File: config.mk
export PLATFORM = sky130hd
export DESIGN_NAME = qif_neuron_array
export DESIGN_NICKNAME = d
export VERILOG_FILES = /design/src/rtl/qif_pkg.sv /design/src/rtl/qif_spike_fifo.sv /design/src/rtl/qif_neuron_array.sv
export SDC_FILE = /design/constraint.sdc
export NUM_CORES = 1
export LEC_CHECK = 0
export CORE_MARGIN = 1
export CORE_UTILIZATION = 44
export DETAILED_ROUTE_END_ITERATION = 8
export GPL_TIMING_DRIVEN = 1
export PLACE_DENSITY = 0.68
export SKIP_CTS_REPAIR_TIMING = 1
export SLEW_MARGIN = 10
export SYNTH_ARGS = -nofsm -noshare
export SYNTH_HDL_FRONTEND = slang
export SYNTH_SLANG_ARGS = --single-unit
File: constraint.sdc
create_clock -name clk -period 6.9 [get_ports clk]
set_input_delay 1.38 -clock clk [delete_from_list [all_inputs] [get_ports clk]]
set_output_delay 1.38 -clock clk [all_outputs]
set_load 0.01 [all_outputs]
File: src/rtl/qif_pkg.sv
// Shared constants, sweep state type and saturation helper for the QIF neuron array.
package qif_pkg;

   localparam int W_DEF       = 8;
   localparam int V_TH_DEF    = 50;
   localparam int V_RESET_DEF = -20;
   localparam int I_SHIFT_DEF = 2;
   localparam int Q_SHIFT_DEF = 3;

   typedef enum logic {
      IDLE,
      SWEEP
   } sweep_state_e;

   // Clamp a wide signed value into the signed range of a w-bit word.
   function automatic logic signed [63:0] sat(input logic signed [63:0] x,
                                              input int unsigned w);
      logic signed [63:0] hi;
      logic signed [63:0] lo;
      hi = (64'sd1 <<< (w - 1)) - 64'sd1;
      lo = -(64'sd1 <<< (w - 1));
      if (x > hi)
         return hi;
      else if (x < lo)
         return lo;
      else
         return x;
   endfunction

endpackage

File: src/rtl/qif_spike_fifo.sv
// Synchronous spike-event FIFO; a push while full succeeds when a pop happens on the same edge.
module qif_spike_fifo
   import qif_pkg::*;
#(
   parameter int DEPTH = 4,
   parameter int DW    = 2
) (
   input  logic          clk,
   input  logic          rst_n,
   input  logic          push,
   input  logic [DW-1:0] din,
   input  logic          pop,
   output logic [DW-1:0] dout,
   output logic          full,
   output logic          empty
);

   localparam int AW = (DEPTH > 1) ? $clog2(DEPTH) : 1;

   logic [DW-1:0] mem [DEPTH];
   logic [AW-1:0] wr_ptr;
   logic [AW-1:0] rd_ptr;
   logic [AW:0]   count;
   logic          do_push;
   logic          do_pop;

   always_comb begin
      full    = (count == (AW+1)'(DEPTH));
      empty   = (count == '0);
      do_pop  = pop & ~empty;
      do_push = push & (~full | do_pop);
      dout    = mem[rd_ptr];
   end

   always_ff @(posedge clk or posedge rst_n) begin
      if (rst_n) begin
         for (int unsigned k = 0; k < DEPTH; k++) mem[k] <= '0;
         wr_ptr <= '0;
         rd_ptr <= '0;
         count  <= '0;
      end else begin
         if (do_push) begin
            mem[wr_ptr] <= din;
            wr_ptr      <= wr_ptr + AW'(1);
         end
         if (do_pop) rd_ptr <= rd_ptr + AW'(1);
         case ({do_push, do_pop})
            2'b10:   count <= count + (AW+1)'(1);
            2'b01:   count <= count - (AW+1)'(1);
            default: count <= count;
         endcase
      end
   end

endmodule

File: src/rtl/qif_neuron_array.sv
// Time-multiplexed quadratic integrate-and-fire membrane array with refractory hold,
// buffered spike events and combinational membrane readout.
module qif_neuron_array
   import qif_pkg::*;
#(
   parameter int N_CH       = 4,
   parameter int W          = W_DEF,
   parameter int V_TH       = V_TH_DEF,
   parameter int V_RESET    = V_RESET_DEF,
   parameter int I_SHIFT    = I_SHIFT_DEF,
   parameter int Q_SHIFT    = Q_SHIFT_DEF,
   parameter int REFRAC     = 2,
   parameter int FIFO_DEPTH = 4,
   localparam int CW        = (N_CH > 1) ? $clog2(N_CH) : 1
) (
   input  logic              clk,
   input  logic              rst_n,
   input  logic              step,
   input  logic [N_CH*W-1:0] i_syn,
   output logic              busy,
   output logic              done,
   output logic              spk_valid,
   input  logic              spk_ready,
   output logic [CW-1:0]     spk_ch,
   output logic              ovf,
   input  logic              clr_ovf,
   input  logic [CW-1:0]     rd_ch,
   output logic [W-1:0]      rd_vmem
);

   localparam int SW = 2*W + 2;
   localparam int RW = (REFRAC > 0) ? $clog2(REFRAC + 1) : 1;
   localparam logic signed [W-1:0] VTH_W    = W'(V_TH);
   localparam logic signed [W-1:0] VRESET_W = W'(V_RESET);
   localparam logic [RW-1:0]       REFRAC_R = RW'(REFRAC);
   localparam logic [CW-1:0]       LAST     = CW'(N_CH - 1);

   sweep_state_e state, state_nx;

   logic signed [W-1:0]  v    [N_CH];
   logic [RW-1:0]        refr [N_CH];
   logic [N_CH*W-1:0]    i_cap;
   logic [CW-1:0]        idx;

   logic signed [W-1:0]  cur_v, cur_i, i_sh, q_sh, v_new;
   logic signed [SW-1:0] v_ext, i_ext, q_ext, q_term, sum;
   logic                 refr_active;
   logic                 fire;
   logic                 pop;
   logic                 fifo_full;
   logic                 fifo_empty;

   always_ff @(posedge clk or posedge rst_n) begin
      if (rst_n) state <= IDLE;
      else       state <= state_nx;
   end

   always_comb begin
      state_nx = state;
      case (state)
         IDLE:    if (step) state_nx = SWEEP;
         SWEEP:   if (idx == LAST) state_nx = IDLE;
         default: state_nx = IDLE;
      endcase
   end

   always_comb begin
      busy = (state == SWEEP);
   end

   // Shared update datapath; the sum is formed wide enough that it can never wrap before clamping.
   always_comb begin
      cur_v       = v[idx];
      cur_i       = i_cap[int'(idx)*W +: W];
      i_sh        = cur_i >>> I_SHIFT;
      q_sh        = cur_v >>> Q_SHIFT;
      v_ext       = {{(SW-W){cur_v[W-1]}}, cur_v};
      i_ext       = {{(SW-W){i_sh[W-1]}}, i_sh};
      q_ext       = {{(SW-W){q_sh[W-1]}}, q_sh};
      q_term      = q_ext * q_ext;
      sum         = v_ext + i_ext + q_term;
      v_new       = W'(sat({{(64-SW){sum[SW-1]}}, sum}, W));
      refr_active = (refr[idx] != '0);
      fire        = (state == SWEEP) && !refr_active && (cur_v >= VTH_W);
   end

   always_ff @(posedge clk or posedge rst_n) begin
      if (rst_n) begin
         for (int unsigned k = 0; k < N_CH; k++) begin
            v[k]    <= '0;
            refr[k] <= '0;
         end
         i_cap <= '0;
         idx   <= '0;
         done  <= 1'b0;
      end else begin
         done <= 1'b0;
         if (state == IDLE && step) begin
            i_cap <= i_syn;
            idx   <= '0;
         end
         if (state == SWEEP) begin
            if (refr_active) begin
               v[idx]    <= VRESET_W;
               refr[idx] <= refr[idx] - RW'(1);
            end else if (cur_v >= VTH_W) begin
               v[idx]    <= VRESET_W;
               refr[idx] <= REFRAC_R;
            end else begin
               v[idx]    <= v_new;
            end
            idx  <= (idx == LAST) ? '0 : idx + CW'(1);
            done <= (idx == LAST);
         end
      end
   end

   always_comb begin
      spk_valid = ~fifo_empty;
      pop       = spk_valid & spk_ready;
   end

   qif_spike_fifo #(
      .DEPTH (FIFO_DEPTH),
      .DW    (CW)
   ) u_fifo (
      .clk   (clk),
      .rst_n (rst_n),
      .push  (fire),
      .din   (idx),
      .pop   (pop),
      .dout  (spk_ch),
      .full  (fifo_full),
      .empty (fifo_empty)
   );

   // A dropped event wins over a same-cycle clear so the loss is never hidden.
   always_ff @(posedge clk or posedge rst_n) begin
      if (rst_n)                          ovf <= 1'b0;
      else if (fire && fifo_full && !pop) ovf <= 1'b1;
      else if (clr_ovf)                   ovf <= 1'b0;
   end

   always_comb begin
      rd_vmem = '0;
      if (int'(rd_ch) < N_CH) rd_vmem = v[rd_ch];
   end

endmodule

**Word-level counts from Yosys, hierarchy flattened**

Cells that the tools add are included.

- Bits in registers: 92
- Bits in latches: 0
- Bits in writable memories: 0
- Memory bits (read-only): 0
- Bits of input ports: 39
- Output and inout bits: 14
- Word-level logic and storage cells: 113
- Memories kept: 0

- $add $sub $neg: 8
- Multipliers: 1
- Divide/modulo/power cells: 0
- Order comparisons: 9
- Equal/unequal tests: 4
- Shift operators: 1
- Muxes and demuxes: 37
- Bitwise gates (word level): 17
- Reductions and logical operators: 16

Operator list:

| kind | number |
|---|---|
| 8-bit two-way mux | 9 |
| 32-bit two-way mux | 2 |
| 8-bit binary-select mux with 2-bit select | 2 |
| 32-bit bitwise mux | 1 |
| 32-bit by 6-bit indexed part select with 8-bit output | 1 |
| 20-bit bitwise OR | 1 |
| 2-bit two-way mux | 9 |
| 8-bit bitwise mux | 2 |
| 8-bit demux with 2-bit select | 1 |
| 12-bit AND | 1 |
| 3-bit >= comparator (second input constant) | 4 |
| 12-bit NOT | 1 |
| 2-bit NOT with 3-bit output | 4 |
| 9-bit by 10-bit adder with 11-bit output | 1 |
| 11-bit by 8-bit > comparator with 1-bit output (second input constant) | 1 |
| 11-bit by 8-bit < comparator with 1-bit output (second input constant) | 1 |
| 5-bit by 5-bit multiplier with 10-bit output | 1 |
| 2-bit nonzero test | 5 |
| 8-bit by 6-bit adder with 9-bit output | 1 |
| 2-bit binary-select mux with 2-bit select | 2 |
| 2-bit demux with 2-bit select | 2 |
| 8-bit by 7-bit >= comparator with 1-bit output (second input constant) | 1 |
| 1-bit logical AND | 7 |
| 2-bit by 1-bit adder with 2-bit output (second input constant) | 3 |
| 19 further kinds | 30 |

**Longest topological paths before layout**

Gate-level depths: netlist of run 1.

- Depth in word-level cells: 12
- Depth in mapped cells: 21

**By module**

Synthesis of run 1 repeated with hierarchy kept, for this count alone.

- Cell total of the unflattened synthesis: 505
- Area total of the unflattened synthesis: 5814.3 um^2

By module, submodules not included:

| module | times used | cells each | area each (um^2) | sequential area each (um^2) |
|---|---|---|---|---|
| qif_neuron_array | 1 | 445 | 5028.6 | 1726.7 |
| qif_spike_fifo | 1 | 60 | 785.8 | 375.4 |

**Least setup slack after synthesis of run 1**

No wires, ideal clock.

- Kind: register to register
- Start point: register idx[0]
- End point: register v[12] in the netlist's numbering
- Setup time: 0.096 ns
- Data arrival time: 5.606 ns
- Data required time: 6.804 ns
- Setup slack: 1.198 ns
- Cell stages (with the launch flop): 19
- Path through: dfrtp_1 -> buf_6 -> buf_6 -> mux4_2 -> and2_1 -> fa_1 -> inv_1 -> fa_1 -> fa_1 -> fa_1 -> inv_1 -> ha_1 -> a21oi_1 -> o211ai_1 -> mux2_2 -> a211oi_1 -> o21bai_4 -> buf_6 -> o31ai_1

- Longest elaborated chain between the ends: 12
- Elaborated cells between the ends (all ways): 27
- Those cells by class: add/sub: 2; mul: 1; order compare: 5; shift: 1; mux: 13; bitwise: 3; reduce/logical: 2

RTL lines:

| what | line | text |
|---|---|---|
| from (decl) | qif_neuron_array.sv:43 | `logic [CW-1:0] idx;` |
| from (signal assigned) | qif_neuron_array.sv:112 | `idx <= (idx == LAST) ? '0 : idx + CW'(1);` |
| 2-bit NOT with 3-bit output (implied by the code) | - |  |
| 8-bit binary-select mux with 2-bit select | qif_neuron_array.sv:73 | `cur_v = v[idx];` |
| 8-bit two-way mux (implied by the code) (2 in series) | qif_neuron_array.sv:73 |  |
| 5-bit by 5-bit multiplier with 10-bit output or 8-bit by 6-bit adder with 9-bit output (tied branches) | qif_neuron_array.sv:80, qif_neuron_array.sv:81 |  |
| 9-bit by 10-bit adder with 11-bit output | qif_neuron_array.sv:81 | `sum = v_ext + i_ext + q_term;` |
| 11-bit by 8-bit < comparator with 1-bit output | qif_pkg.sv:24 | `else if (x < lo)` |
| 8-bit two-way mux | qif_pkg.sv:24 |  |
| 8-bit two-way mux | qif_pkg.sv:22 | `if (x > hi)` |
| 32-bit bitwise mux | qif_neuron_array.sv:110 | `v[idx] <= v_new;` |
| 32-bit two-way mux | qif_neuron_array.sv:106 | `end else if (cur_v >= VTH_W) begin` |
| 32-bit two-way mux * | qif_neuron_array.sv:103 | `if (refr_active) begin` |
| to (signal, indexed assignment) | qif_neuron_array.sv:110 |  |
| to (decl) | qif_neuron_array.sv:40 | `logic signed [W-1:0] v [N_CH];` |

Every way passes the cells marked *; elsewhere a longest branch is shown, timed or not. The select of a mux whose other input is x is not followed.
A chain may end at the register's enable or synchronous reset.

**Worst setup path after layout of run 1**

- Start point: register idx[0]
- End point: register v[19] in the netlist's numbering

The elaborated chain is that of the path after synthesis.

==> flow_summary.yaml, run 1 <==
outcome:
  outcome: "completed"
clock_tree:
  clk_latency_ns: 0.34
  root_buffer: "clkbuf_16"
  clk_pin_slew_ns: 0.06
  cts_buffer_depth: 2
  cts.htree.levels: 3
  cts_made_buffers: 9
  cts_tree: "done"
  clock-sinks: 84
global_route:
  grt_antenna_before_repair: 0
  grt_pass1_wl_microns: 19400
  track_usage_pct: 19.1
  overflow: 0
  grt_pass1_vias: 3970
  grt_max_degree: 85
timing:
  layout_min_cycle_time_ns: 6.46
  tightest_slew_ns: 1.07
  setup_viol: 0
  finalSetupTns_ns: 0
  drv_slew: 0
  finalClockSkew_ns: 0.00596
  rsz0062_at_grt: "no"
  finalCritPeriodShare_pct: 93.6
  slew-limit-headroom_pct: 28.4
  fmax_ghz: 0.155
  hold_violations: 0
route:
  drc_errors: 0
  drtPass1Iterations: 4
  routed_wl_microns: 11300
  antenna_left: 0
  via_per_inst: 5.33
  met3_length_microns: 428
  met1_length_microns: 4850
  wl_per_cell_microns: 16.1
  wl_met2_microns: 5810
  drt_iter0_markers: 212
  highest_layer: "met4"
  vias: 3733
synthesis:
  ys_top_cells_by_area: "dfrtp_1 37%, mux4_2 10%, fa_1 9.6%"
  synthCells: 485
  syn-num-nets: 591
  yosys.area.top_type_share_pct: 37.3
  synth.distinct_cells: 48
  seq_area_frac_synth_pct: 37.3
  yosysWarnings: 0
  yosys_register_bits: 84
  avgSynthCellArea_sq_um: 11.6
  syn_area_sq_um: 5630
  synth_largest_area_cell: "dfrtp_1"
floorplan:
  dieHeight_microns: 115
  dieArea_sq_um: 13300
  die_w_microns: 115
  io_pins: 53
  rows: 40
  start_util_pct: 45.9
  core_area_sq_um: 12300
critical_path:
  cp-start-kind: "flop"
  endpoint_kind: "flop"
  crit_fanout: 10
  worst_ep_required_time_ns: 7.15
  worstSetupPathType: "reg -> reg"
  cp.arrival_ns: 6.70
placed_design:
  port_buffers: 44
  dp_hpwl_microns: 8590
  finalWeightedCongestion: 0.789
final_layout:
  area_growth_syn_to_layout_pct: 15.8
  drive_gt1_share_pct: 14.1
  num_antenna_cells: 0
  layout_commonest_cell: "dfrtp_1"
  fillers: 1056
  mostFrequentLayoutCells: "84 x dfrtp_1, 64 x inv_1, 44 x clkdlybuf4s50_1, 40 x ha_1, 39 x nand2_1"
  fin_nets: 633
flow_run:
  drv_cap: 0
min_path:
  hold_class: "reg -> reg"
[path summary, 6_finish.rpt]
kind                       startpoint        end  slack, ns  depth (start not counted)
hold / removal              i_cap[10]  i_cap[10]       0.49                          1
max in group asynchronous       rst_n  i_cap[23]       4.50                          3
hold reg to reg             i_cap[10]  i_cap[10]       0.49                          1
setup reg to reg               idx[0]      v[19]       0.44                         15
setup / recovery               idx[0]      v[19]       0.44                         15
min in group asynchronous       rst_n    refr[4]       1.67                          3
[sequential cells by signal (all words and copies together), names as in the netlist]
| register | count |
|---|---|
| idx | 2 |
| busy | 1 |
| u_fifo.mem | 8 |
| refr | 8 |
| u_fifo.wr_ptr | 2 |
| v | 32 |
| ovf | 1 |
| i_cap | 24 |
| u_fifo.count | 3 |
| u_fifo.rd_ptr | 2 |
| done | 1 |
[cell usage after synthesis, drive strengths merged]
master / n
a211o: 1
a211oi: 2
a21o: 4
a21oi: 13
a22o: 1
a31oi: 16
and2: 7
buf: 9
clkbuf: 8
dfrtp: 84
fa: 27
ha: 40
inv: 69
mux2: 39
mux2i: 1
mux4: 26
nand2: 39
nand2b: 4
nand3: 4
nand4: 1
nor2: 25
nor2b: 4
nor3: 2
nor4: 1
nor4b: 1
o2111a: 1
o2111ai: 1
o211ai: 1
o21ai: 13
o21bai: 2
o221ai: 1
o31ai: 13
o32ai: 2
or3: 2
or3b: 1
or4: 1
xnor2: 11
xor2: 8
[kinds of logic after synthesis]
group	count (synthesis)	synth area share, %
AND/OR/NAND/NOR	92	7.68
XOR/XNOR	19	2.95
flip-flops	84	37.3
multiplexers	66	18.4
AO/OA/AOI/OAI	71	9.04
buffers and inverters	86	6.17
adder cells (fa/ha/maj)	67	18.5
[stage by stage]
stage | cells | utilization (%) | cell area, sq um | setup WS [ns] | hold slack (ns)
5_1_grt | 700 | 53.2 | 6520 | 0.0736 | 0.503
3_3_place_gp | 684 | 50.8 | 6230 | 0.601 | 0.463
3_5_place_dp | 684 | 50.8 | 6230 | 0.540 | 0.475
6_report | 700 | 53.2 | 6520 | 0.444 | 0.486
2_1_floorplan | 485 | - | 5630 | 1.20 | 0.447
4_1_cts | 700 | 53.2 | 6520 | 0.444 | 0.488
[worst max-delay path, cell delays in order (launching register included)]
cell	delay (ns)
dfrtp_1	0.62
mux4_2	0.74
and2_1	0.28
fa_1	0.52
inv_1	0.05
fa_1	0.46
fa_1	0.53
fa_1	0.56
inv_1	0.04
ha_1	0.35
a21oi_1	0.32
o211ai_1	0.20
mux2_2	0.31
a211oi_1	0.68
o21ai_0	0.41
a31oi_1	0.28
[cell type report]
class / instances / area [sq um] / share of cell area [%]
multi-input cells: 315 / 3190 / 48.9
clock buffers: 10 / 229 / 3.51
clock inverters: 6 / 63.8 / 0.978
well taps: 168 / 210 / 3.22
inverters: 69 / 260 / 3.99
repair buffers: 48 / 470 / 7.21
flip-flops and latches: 84 / 2100 / 32.2
[routing by layer]
layer / vias to the layer above / global-route usage (%)
li1: 1757 / -
met1: 1882 / 23.8
met5: - / 0
met2: 79 / 33.5
met4: 0 / 7.01
met3: 15 / 3.16
Power of run 1 is left out: the tool's default activity adds up to more than one toggle a clock period on the data nets, which glitch-free logic cannot reach.
==> inputs of run 2 (changes only) <==
- ABC_CLOCK_PERIOD_IN_PS: unset -> 6900
- CTS_CLUSTER_SIZE: unset -> 40
- SLEW_MARGIN: 10 -> 20
==> flow_summary.yaml, run 2 (synthesis results as in run 1) <==
outcome:
  outcome: "completed"
clock_tree:
  cts_buffer_depth: 2
  clk_latency_ns: 0.34
  cts_tree: "done"
  cts.htree.levels: 3
  clk_pin_slew_ns: 0.06
  clock-sinks: 84
  cts_made_buffers: 9
  root_buffer: "clkbuf_16"
final_layout:
  fillers: 1055
  layout_commonest_cell: "dfrtp_1"
  mostFrequentLayoutCells: "84 x dfrtp_1, 64 x inv_1, 44 x clkdlybuf4s50_1, 40 x ha_1, 39 x nand2_1"
  drive_gt1_share_pct: 14.1
  num_antenna_cells: 0
  top_register: "v"
  reg_top3: "v x32, i_cap x24"
  regArea_sq_um: 2100
  fin_nets: 633
  multi_input_area_sq_um: 3190
  area_growth_syn_to_layout_pct: 15.8
  largest_reg_flops: 32
timing:
  drv_slew: 0
  finalClockSkew_ns: 0.00653
  layout_min_cycle_time_ns: 6.46
  setup_viol: 0
  tightest_slew_ns: 0.965
  slew-limit-headroom_pct: 35.2
  fmax_ghz: 0.155
  rsz0062_at_grt: "no"
  finalSetupTns_ns: 0
  finalCritPeriodShare_pct: 93.6
  hold_violations: 0
route:
  routed_wl_microns: 11300
  drt_iter0_markers: 212
  wl_per_cell_microns: 16.2
  drc_errors: 0
  vias: 3733
  antenna_left: 0
  drtPass1Iterations: 4
  via_per_inst: 5.33
critical_path:
  cp.arrival_ns: 6.70
  cp-start-kind: "flop"
  regToRegSetupSlack_ns: 0.44
  r2r_start: "idx[0]"
  worstSetupPathType: "reg -> reg"
  worst_ep_required_time_ns: 7.15
  r2r-end: "v[19]"
  endpoint: "v[19]"
  endpoint_kind: "flop"
  reg2regPathDepth: 15
  cp-startpoint: "idx[0]"
  crit_fanout: 10
min_path:
  worstHoldStart: "i_cap[10]"
  hold_class: "reg -> reg"
flow_run:
  drv_cap: 0
placed_design:
  finalWeightedCongestion: 0.789
  dp_hpwl_microns: 8590
  port_buffers: 44
global_route:
  grt_pass1_wl_microns: 19400
  grt_antenna_before_repair: 0
  grt_pass1_vias: 3970
  track_usage_pct: 19.1
  overflow: 0
  grt_max_degree: 85
floorplan:
  io_pins: 53
  die_w_microns: 115
  start_util_pct: 45.9
  dieArea_sq_um: 13300
  rows: 40
  core_area_sq_um: 12300
  dieHeight_microns: 115
==> run 2: cell counts in the layout (fill, tap and decap cells not counted) <==
Identical to the previous run, type by type.
==> run 2: through the flow <==
step / hold slack [ns] / setup WS [ns] / instance area, sq um / cells / utilization (%)
final: 0.486 / 0.443 / 6530 / 700 / 53.2
after global routing: 0.503 / 0.0736 / 6530 / 700 / 53.2
after CTS: 0.488 / 0.444 / 6520 / 700 / 53.2
after detailed placement: 0.475 / 0.540 / 6230 / 684 / 50.8
after global placement: 0.463 / 0.601 / 6230 / 684 / 50.8
after floorplan: 0.447 / 1.20 / 5630 / 485 / -
==> run 2: layout make-up <==
type | instances | share of cell area, %
Multi-Input combinational cell | 315 | 48.8
Sequential cell | 84 | 32.2
Timing Repair Buffer | 48 | 7.27
Inverter | 69 | 3.99
Clock buffer | 10 | 3.51
Tap cell | 168 | 3.22
Clock inverter | 6 | 0.978
==> run 2: worst min-delay path by stage <==
stage	to	slack (ns)	cells past startpoint
after floorplan	u_fifo.count[2]	0.45	1
after global placement	u_fifo.count[2]	0.46	1
after detailed placement	i_cap[10]	0.47	1
after CTS	i_cap[10]	0.49	1
after global routing	i_cap[14]	0.50	1
final	i_cap[10]	0.49	1
==> run 2: worst max-delay path, cell delays in order (launching register included) <==
cell and delay [ns]:
dfrtp_1 0.62, mux4_2 0.74, and2_1 0.28, fa_1 0.52, inv_1 0.05, fa_1 0.46, fa_1 0.53, fa_1 0.56
inv_1 0.04, ha_1 0.35, a21oi_1 0.32, o211ai_1 0.20, mux2_2 0.31, a211oi_1 0.68, o21ai_0 0.41, a31oi_1 0.28
==> run 2: per-layer routing <==
layer	part of all wire, %	global-route usage [%]	up-vias
li1	-	-	1758
met1	43	23.8	1879
met2	52	33.5	82
met3	3.7	3.16	14
met4	1.7	7.01	0
met5	0	0	-
Power of run 2 is left out for the same reason.
==> inputs of run 3 (changes only) <==
- SLEW_MARGIN: 20 -> unset
==> results of run 3 <==
Same layout as run 1: the final DEF is identical, and so are final timing and power.
Power of run 3 is left out for the same reason.
